===== src/rtl/mc_ctrl_wait.sv =====
// mc_ctrl_wait: multi-cycle MIPS-lite control FSM with variable-latency memory.
//
// Sequences FETCH -> DCD -> EXE -> MA -> WB for the existing datapath. FETCH and MA
// hold a memory request until mem_ready. A wait counter escalates a stalled
// request to a sticky bus error. An undecoded instruction traps to HALT with a
// sticky ill_op flag. HALT is left only through reset.
//
// Handshake: mem_req is high for the whole of FETCH and of MA. The request
// completes in the cycle where mem_req and mem_ready are both high. The strobes
// tied to completion (PCWr/IRWr in FETCH, DMWr in MA) follow mem_ready in the same
// cycle, so they are single-cycle pulses.
//
// Ports:
//   clk, rst                 clock, asynchronous active-low reset
//   opeCode, funct           IR[31:26], IR[5:0]
//   zero, overflow           ALU flags (overflow sampled in EXE)
//   mem_ready                memory completes the current request this cycle
//   mem_req                  memory request active
//   PCWr, IRWr, DMWr, GPRWr  write enables
//   ALUsrc, ALUsign, byteOp  datapath selects
//   ALUop, ExtOp, NPCop, M2Rsel, GPRsel  2-bit datapath selects
//   bus_err, ill_op          sticky fault flags
//   state                    current FSM state (debug)
module mc_ctrl_wait #(
  parameter int   TO_W     = 4,
  parameter int   TO_MAX   = 15,
  parameter logic OVF_TRAP = 1'b1
) (
  input  logic       clk,
  input  logic       rst,
  input  logic [5:0] opeCode,
  input  logic [5:0] funct,
  input  logic       zero,
  input  logic       overflow,
  input  logic       mem_ready,
  output logic       mem_req,
  output logic       PCWr,
  output logic       IRWr,
  output logic       DMWr,
  output logic       GPRWr,
  output logic       ALUsrc,
  output logic       ALUsign,
  output logic       byteOp,
  output logic [1:0] ALUop,
  output logic [1:0] ExtOp,
  output logic [1:0] NPCop,
  output logic [1:0] M2Rsel,
  output logic [1:0] GPRsel,
  output logic       bus_err,
  output logic       ill_op,
  output logic [2:0] state
);

  typedef enum logic [2:0] {
    S_FETCH = 3'd0,
    S_DCD   = 3'd1,
    S_EXE   = 3'd2,
    S_MA    = 3'd3,
    S_WB    = 3'd4,
    S_HALT  = 3'd7
  } state_t;

  localparam logic [TO_W-1:0] TO_LIM = TO_W'(TO_MAX);

  state_t          state_q;
  logic [TO_W-1:0] cnt_q;
  logic            ovf_q;

  // Instruction decode from the IR fields
  logic r_type;
  logic is_addu, is_subu, is_slt, is_jr;
  logic is_ori, is_lw, is_lb, is_sw, is_sb, is_beq, is_lui, is_j, is_jal, is_addi, is_addiu;
  logic is_load, is_store, is_alu, is_legal;

  assign r_type   = (opeCode == 6'b000000);
  assign is_addu  = r_type & (funct == 6'b100001);
  assign is_subu  = r_type & (funct == 6'b100011);
  assign is_slt   = r_type & (funct == 6'b101010);
  assign is_jr    = r_type & (funct == 6'b001000);
  assign is_ori   = (opeCode == 6'b001101);
  assign is_lw    = (opeCode == 6'b100011);
  assign is_lb    = (opeCode == 6'b100000);
  assign is_sw    = (opeCode == 6'b101011);
  assign is_sb    = (opeCode == 6'b101000);
  assign is_beq   = (opeCode == 6'b000100);
  assign is_lui   = (opeCode == 6'b001111);
  assign is_j     = (opeCode == 6'b000010);
  assign is_jal   = (opeCode == 6'b000011);
  assign is_addi  = (opeCode == 6'b001000);
  assign is_addiu = (opeCode == 6'b001001);

  assign is_load  = is_lw | is_lb;
  assign is_store = is_sw | is_sb;
  assign is_alu   = is_addu | is_subu | is_slt | is_ori | is_lui | is_addi | is_addiu;
  assign is_legal = is_alu | is_load | is_store | is_beq | is_j | is_jal | is_jr;

  assign state = state_q;

  // State, wait counter, overflow capture and sticky flags
  always_ff @(posedge clk or negedge rst) begin
    if (!rst) begin
      state_q <= S_FETCH;
      cnt_q   <= '0;
      ovf_q   <= 1'b0;
      bus_err <= 1'b0;
      ill_op  <= 1'b0;
    end else begin
      case (state_q)
        S_FETCH, S_MA: begin
          if (mem_ready) begin
            // A completion on the TO_MAX cycle still counts as success
            cnt_q <= '0;
            if (state_q == S_FETCH) state_q <= S_DCD;
            else if (is_load)       state_q <= S_WB;
            else                    state_q <= S_FETCH;
          end else if (cnt_q == TO_LIM) begin
            cnt_q   <= '0;
            state_q <= S_HALT;
            bus_err <= 1'b1;
          end else begin
            cnt_q <= cnt_q + 1'b1;
          end
        end
        S_DCD: begin
          cnt_q <= '0;
          if (!is_legal) begin
            state_q <= S_HALT;
            ill_op  <= 1'b1;
          end else if (is_jal) begin
            state_q <= S_WB;
          end else begin
            state_q <= S_EXE;
          end
        end
        S_EXE: begin
          cnt_q <= '0;
          ovf_q <= overflow & is_addi & OVF_TRAP;
          if (is_beq | is_j | is_jr) state_q <= S_FETCH;
          else if (is_alu)           state_q <= S_WB;
          else                       state_q <= S_MA;
        end
        S_WB: begin
          cnt_q   <= '0;
          ovf_q   <= 1'b0;
          state_q <= S_FETCH;
        end
        S_HALT: begin
          cnt_q <= '0;
        end
        default: begin
          // Unused encodings park in HALT rather than run on garbage
          cnt_q   <= '0;
          state_q <= S_HALT;
        end
      endcase
    end
  end

  // Datapath controls: decoded from the current state, all zero unless listed
  always_comb begin
    mem_req = 1'b0;
    PCWr    = 1'b0;
    IRWr    = 1'b0;
    DMWr    = 1'b0;
    GPRWr   = 1'b0;
    ALUsrc  = 1'b0;
    ALUsign = 1'b0;
    byteOp  = 1'b0;
    ALUop   = 2'b00;
    ExtOp   = 2'b00;
    NPCop   = 2'b00;
    M2Rsel  = 2'b00;
    GPRsel  = 2'b00;
    case (state_q)
      S_FETCH: begin
        mem_req = 1'b1;
        PCWr    = mem_ready;
        IRWr    = mem_ready;
      end
      S_DCD: begin
        ExtOp = {is_lui, is_load | is_store | is_addi};
      end
      S_EXE: begin
        ALUsrc  = is_ori | is_load | is_store | is_lui | is_addi | is_addiu;
        ALUop   = {is_ori | is_slt, is_subu | is_beq | is_slt};
        ALUsign = is_addi | is_slt;
        NPCop   = {is_j | is_jal | is_jr, is_beq | is_jr};
        PCWr    = is_j | is_jr | (is_beq & zero);
      end
      S_MA: begin
        mem_req = 1'b1;
        byteOp  = is_lb | is_sb;
        DMWr    = is_store & mem_ready;
      end
      S_WB: begin
        GPRWr = 1'b1;
        PCWr  = is_jal;
        NPCop = is_jal ? 2'b10 : 2'b00;
        if (ovf_q) begin
          // Overflowing addi writes 1 to $30
          M2Rsel = 2'b11;
          GPRsel = 2'b11;
        end else begin
          M2Rsel = {is_jal, is_load};
          GPRsel = {is_jal, is_ori | is_load | is_lui | is_addi | is_addiu};
        end
      end
      default: ;
    endcase
  end

endmodule


===== config.mk =====
export PLATFORM = sky130hd
export DESIGN_NAME = mc_ctrl_wait
export DESIGN_NICKNAME = d
export VERILOG_FILES = /design/src/rtl/mc_ctrl_wait.sv
export SDC_FILE = /design/constraint.sdc
export NUM_CORES = 1
export LEC_CHECK = 0
export BUFFER_PORTS_ARGS = -buffer_cell sky130_fd_sc_hd__buf_2
export CAP_MARGIN = 20
export CORE_UTILIZATION = 25
export CTS_BUF_LIST = sky130_fd_sc_hd__clkbuf_4 sky130_fd_sc_hd__clkbuf_8
export DETAILED_ROUTE_END_ITERATION = 10
export HOLD_SLACK_MARGIN = 0.08
export PLACE_DENSITY = 0.53
export SLEW_MARGIN = 20
export SYNTH_ARGS = -nofsm -noshare
export SYNTH_HDL_FRONTEND = slang
export SYNTH_SLANG_ARGS = --single-unit

===== constraint.sdc =====
create_clock -name clk -period 1.85 [get_ports clk]
set_input_delay 0.185 -clock clk [delete_from_list [all_inputs] [get_ports clk]]
set_output_delay 0.185 -clock clk [all_outputs]
set_load 0.02 [all_outputs]

==> results of run 1 <==
Yosys cell counts (all sizes together):
master and n:
a211o 1, or4 1, dfrtp 10, and4b 1, clkbuf 2, mux2i 2
o22a 1, a21boi 3, a41o 1, nand4 2, nor3 7, ha 1
a32oi 1, a21oi 13, o21ai 3, a21o 1, and2 2, inv 3
nand3 9, nand2 13, nor2b 5, and3 2, o2111ai 1, o211ai 2
xor2 3, xnor2 2, or2 1, and3b 1, or3b 2, buf 6
o21bai 3, or3 2, nor3b 1, nor2 16, nor4 4
worst max-delay path: cells and delay by family:
kind / cells / cell delay [ns]
compound gates: 1 / 0.20
buf+inv: 2 / 0.33
simple gates: 2 / 0.86
state kept, by name (all words and copies together) (netlist names):
register and count:
state 3, bus_err 1, cnt_q 4, ill_op 1, ovf_q 1
power groups by stage:
stage               logic (mW)  clock network [mW]  registers (mW)
floorplan                0.146                   0           0.276
global route             0.306               0.294           0.265
CTS                      0.275               0.281           0.262
global placement         0.264                   0           0.265
finish                   0.273               0.273           0.262
detailed placement       0.272                   0           0.265
cells in the final DEF (no fill, tap or decap), drive strengths merged:
master	n
nor3	7
xor2	3
inv	3
or4	1
a41o	1
or3	2
nor2	16
o211ai	2
o2111ai	1
a21oi	13
a211o	1
clkbuf	4
o22a	1
dfrtp	10
o21bai	3
nor2b	5
nand2	13
dlygate4sd3	1
nor3b	1
xnor2	2
mux2i	2
or3b	2
o21ai	3
buf	49
nand3	9
a21o	1
or2	1
and2	2
and4b	1
ha	1
a32oi	1
and3	2
nand4	2
nor4	4
a21boi	3
and3b	1
path summary, 6_finish.rpt:
| path | start | end | slack, ns | cells past startpoint |
|---|---|---|---|---|
| hold / removal | rst | bus_err | 0.33 | 2 |
| setup reg to reg | state[1] | state[0] | 0.37 | 5 |
| hold reg to reg | bus_err | bus_err | 0.47 | 1 |
| max in group asynchronous | rst | state[1] | 1.31 | 2 |
| setup / recovery | opeCode[3] | ExtOp[0] | 0.09 | 5 |
| min in group clk | mem_ready | cnt_q[2] | 0.36 | 3 |
repair_timing:
| item | in CTS | in global routing |
|---|---|---|
| setup buffers | 0 | 0 |
| hold buffers | 1 | 0 |
| endpoints found under the setup margin | 0 | 6 |
| gates resized for setup | 0 | 3 |
| endpoints found under the hold margin | 10 | 0 |
routing by layer:
metal	share of wire [%]	wire length (um)	vias up
met2	49	1380	34
met3	5.9	167	2
met1	45	1290	500
met5	0	0	-
li1	-	-	555
met4	0.14	4	0
cell families (layout without fill, tap and decap cells):
kind of cell / after synthesis / in the layout / synth area share (%)
multiplexers: 2 / 2 / 2.12
XOR/XNOR: 5 / 5 / 4.63
AO/OA/AOI/OAI: 30 / 30 / 20.4
flip-flops: 10 / 10 / 26.5
buffers and inverters: 11 / 57 / 5.69
AND/OR/NAND/NOR: 69 / 69 / 39.4
adder cells (fa/ha/maj): 1 / 1 / 1.32
through the flow:
| step | hold WS [ns] | cell area (um^2) |
|---|---|---|
| floorplan | -0.111 | 946 |
| global placement | 0.0545 | 1230 |
| detailed placement | 0.0597 | 1230 |
| CTS | 0.337 | 1300 |
| global route | 0.354 | 1310 |
| finish | 0.334 | 1310 |
layout make-up:
type,instances,area (um^2)
timing repair buffer,50,280
fill,388,2160
tap,46,57.6
clock buffer,4,55.1
sequential,10,253
multi-input combinational,107,648
inverter,3,11.3
==> run summary, run 1 <==
Achievable Freq = 568 MHz
Worst setup EP type = primary output
drt via density = 4.96
Iter 0 DRT Violations = 84
share of the synthesized area in the top cell type = 26.5%
CP max FO = 6
WP data arrival = 1.57 ns
wire per inst = 12.9 um
TritonRoute pass-1 iters = 4
total power = 809 uW
busiest grt layer = met2
library cells used by synthesis = 40
Post-Syn Area = 946 um^2
Final Wtd Congestion = 0.843
drt drc = 0
Gate power share = 33.8%
Cells after Synth = 128
grt met3 use = 1.99%
warnings from Yosys = 0
worst path cell trace = buf_2 -> or3b_4 -> or4_4 -> a21boi_0 -> buf_2
I/O pin count = 40
share of post-route cells with drive strength above 1 = 36.2%
H-tree depth = 1
dpl ws = 0.0763 ns
Crit Path Class = input port to primary output
CP max stage cell = or4_4
sequential area share after synthesis = 26.5%
Clk Latency, worst-skew pair = 0.24 ns
Tightest Pin Transition = 0.363 ns
Peak VDD IR = 0.479 mV
Area Overhead vs Synth = 38.0%
setup violators final = 0
GRT Total Usage = 15.2%
worst setup margin = 0.0905 ns
TritonCTS buffer count = 3
final hold vios = 0
Non-Filler Instances = 220
# nets final = 193
leakage power = 0.597 nW
# Max-Cap Violations = 0
Detail Route Antenna Nets = 0
power density cells = 620 mW/mm^2
crit start category = input port
Synth area leaders = dfrtp_1, a21oi_1, nor2_1
Worst Hold Class = input port to asynchronous set/reset pin
min Tclk post-route = 1.76 ns
met1 Use GR = 19.0%
GRT met2 Usage = 26.9%
CTS Buffer Depth = 2
Reg clk slew, reported paths = 0.05 ns
die area = 0.00403 mm^2
Worst Clk Skew = 0.00570 ns
via count = 1091
die height = 63.5 um
CTS tree = built
Post-Route WL = 2840 um
Setup TNS Final = 0 ns
Synth area leader = dfrtp_1
initial antenna violation count = 0
core footprint = 0.00347 mm^2
max incr delay on CP = 0.45 ns
post-synthesis register bit count = 10
RSZ-0062 raised after global routing = true
max-slew violation count = 0
most frequent CP cell = buf_2
share of total power in the clock network = 33.8%
dpl cells = 215
ant diodes = 0
worst path required time = 1.66 ns
Net Sw Frac = 32.8%
row count = 21
Slew HR = 75.5%
Psw = 265 uW
HPWL after detailed placement = 2270 um
syn_area_per_cell = 7.39 um^2
die width = 63.5 um
Reg power frac = 32.4%
Mapped Nets = 146
Remaining Overflow, GRT = 0
final period utilization = 95.1%
outcome = completed
Root Buffer = clkbuf_8
post-layout util = 37.6%
largest net degree at the start of global routing = 13
port bufs = 39
total clock sinks = 10
Pint = 544 uW
initial core utilization = 27.3%
global-route wire length before repair = 4980 um
vias in the first global route = 1100
(Power assumes the default switching activity.)
==> run 2, diff against run 1 <==
--- a/config.mk
+++ b/config.mk
@@ -7,8 +7,10 @@
 export LEC_CHECK = 0
 export BUFFER_PORTS_ARGS = -buffer_cell sky130_fd_sc_hd__buf_2
 export CAP_MARGIN = 20
+export CORE_MARGIN = 2
 export CORE_UTILIZATION = 25
 export CTS_BUF_LIST = sky130_fd_sc_hd__clkbuf_4 sky130_fd_sc_hd__clkbuf_8
+export CTS_CLUSTER_SIZE = 24
 export DETAILED_ROUTE_END_ITERATION = 10
 export HOLD_SLACK_MARGIN = 0.08
 export PLACE_DENSITY = 0.53
==> run summary, run 2 (synthesis gave the netlist of run 1 again) <==
Peak VDD IR = 0.347 mV (-28%)
Tightest Pin Transition = 0.378 ns (+0.0142 ns)
max reg flops = 4 (unchanged)
GRT met2 Usage = 25.0% (-1.9 points)
CTS tree = built
Buf+Inv Stages, Crit Path = 2 (unchanged)
met1 Use GR = 18.1% (-0.90 points)
row count = 22 (+4.8%)
Setup TNS Final = 0 ns (unchanged)
worst path required time = 1.66 ns (about the same)
Reg power frac = 35.7% (+3.3 points)
share of post-route cells with drive strength above 1 = 35.5% (-0.74 points)
Fin Hold WS = 0.333 ns (-0.000276 ns)
CP max FO = 6 (unchanged)
port bufs = 39 (unchanged)
initial core utilization = 25.8% (-1.4 points)
# nets final = 191 (-1.0%)
Crit Path Class = input port to primary output
WP depth = 5 (unchanged)
final period utilization = 93.4% (-1.7 points)
Psw = 260 uW (-1.7%)
Setup Buffers After CTS = 0 (unchanged)
crit start category = input port
Reg clk slew, reported paths = 0.05 ns (about the same)
Multi-input gate area = 642 um^2 (-0.97%)
worst path cell trace = buf_2 -> or3b_4 -> or4_4 -> a21boi_1 -> buf_2
Post-Route WL = 2880 um (+1.4%)
Slew HR = 74.6% (-0.96 points)
drt via density = 5.02 (+1.2%)
fillers = 408 (+5.2%)
global-route wire length before repair = 4860 um (-2.5%)
Pint = 533 uW (-2.0%)
largest net degree at the start of global routing = 16 (+3)
busiest grt layer = met2
Clk Latency, worst-skew pair = 0.23 ns (about the same)
CP max stage cell = or4_4
outcome = completed
Iter 0 DRT Violations = 107 (+27%)
die area = 0.00429 mm^2 (+6.4%)
vias in the first global route = 1075 (-2.3%)
Area Overhead vs Synth = 36.1%
most frequent cells in the layout = buf_2, nor2_1, nand2_1, a21oi_1, nand3_1
Root Buffer = clkbuf_8
core footprint = 0.00366 mm^2 (+5.6%)
WP data arrival = 1.54 ns (-0.03 ns)
r2r worst-path depth = 5 (unchanged)
die width = 65.5 um (+3.1%)
Worst Clk Skew = 0.000600 ns (-0.00510 ns)
total clock sinks = 10 (unchanged)
largest register by flop count = cnt_q
FF+latch area = 254 um^2 (+0.50%)
RSZ-0062 raised after global routing = false
H-tree depth = 1 (unchanged)
setup violators final = 0 (unchanged)
GRT Total Usage = 14.5% (-0.72 points)
max-slew violation count = 0 (unchanged)
TritonRoute pass-1 iters = 5 (+1)
ant diodes = 0 (unchanged)
Worst R2R End = state[0]
Worst setup EP type = primary output
I/O pin count = 40 (unchanged)
FF-to-FF Start = state[1]
Gate power share = 30.1% (-3.7 points)
via count = 1104 (+1.2%)
Worst Hold Class = input port to asynchronous set/reset pin
# Max-Cap Violations = 0 (unchanged)
leakage power = 0.587 nW (-1.5%)
TritonCTS buffer count = 3 (unchanged)
Net Sw Frac = 32.8% (+0.075 points)
CTS Buffer Depth = 2 (unchanged)
power density cells = 616 mW/mm^2 (-0.58%)
Detail Route Antenna Nets = 0 (unchanged)
most frequent CP cell = buf_2
max incr delay on CP = 0.46 ns (about the same)
wire per inst = 13.1 um (+1.4%)
min Tclk post-route = 1.73 ns (-0.0322 ns)
initial antenna violation count = 0 (unchanged)
HPWL after detailed placement = 2280 um (+0.72%)
CP delay by family, top = simple AND/OR/NAND/NOR gates
Remaining Overflow, GRT = 0 (unchanged)
grt met3 use = 2.23% (+0.23 points)
Final Wtd Congestion = 0.805 (-4.5%)
Achievable Freq = 579 MHz (+1.9%)
die height = 65.5 um (+3.1%)
commonest non-fill, non-tap cell in the layout = buf_2
final hold vios = 0 (unchanged)
total power = 793 uW (-1.9%)
drt drc = 0 (unchanged)
share of total power in the clock network = 34.2% (+0.4 points)
R2R Setup Slk = 0.29 ns (-0.08 ns)
-- run 2: cell count changes in the layout (fill, tap and decap cells not counted), sizes merged --
cell | previous run | this run
buf | 49 | 47
-- run 2: area by class of cell --
| cell class | instances | area share [%] |
|---|---|---|
| multi-input cells | 107 | 49.9 |
| repair buffers | 48 | 20.6 |
| flip-flops and latches | 10 | 19.7 |
| well taps | 48 | 4.66 |
| clock buffers | 4 | 4.28 |
| inverters | 3 | 0.875 |
-- run 2: worst max path at each step --
stage	from	endpoint	slack [ns]
after CTS	state[1]	PCWr	0.03
after detailed placement	opeCode[5]	ExtOp[0]	0.09
final	opeCode[5]	ExtOp[0]	0.12
after floorplan	state[1]	NPCop[1]	0.09
after global routing	state[2]	ExtOp[1]	0.03
after global placement	opeCode[5]	ExtOp[0]	0.14
-- run 2: worst register-to-register path: cells and delay by family (launching register included) --
family	cells	cell delay, ns
AO/OA/AOI/OAI	2	0.36
XOR/XNOR	1	0.21
flip-flops	1	0.50
AND/OR/NAND/NOR	2	0.38
-- run 2: metrics by stage --
| stage | worst slack [ns] | util [%] | instances | instance area [um^2] |
|---|---|---|---|---|
| 3_3_place_gp | 0.143 | 33.3 | 215 | 1220 |
| 2_1_floorplan | 0.0879 | - | 128 | 946 |
| 4_1_cts | 0.0268 | 35.1 | 220 | 1280 |
| 3_5_place_dp | 0.0925 | 33.3 | 215 | 1220 |
| 6_report | 0.123 | 35.2 | 220 | 1290 |
| 5_1_grt | 0.0318 | 35.2 | 220 | 1290 |
-- run 2: power groups by stage --
stage	registers [mW]	clock network [mW]	logic, mW
after floorplan	0.276	0	0.146
after global placement	0.283	0	0.231
after detailed placement	0.285	0	0.238
after CTS	0.280	0.279	0.242
after global routing	0.287	0.292	0.267
final	0.283	0.271	0.239
-- run 2: repair_timing --
item	CTS	global route
endpoints found under the hold margin	10	0
endpoints found under the setup margin	0	8
hold buffers	1	0
gates resized for setup	0	4
-- run 2: per-layer routing --
| metal | share of wire [%] | up-vias |
|---|---|---|
| li1 | - | 548 |
| met1 | 43 | 501 |
| met2 | 47 | 51 |
| met3 | 8.5 | 4 |
| met4 | 1.0 | 0 |
| met5 | 0 | - |
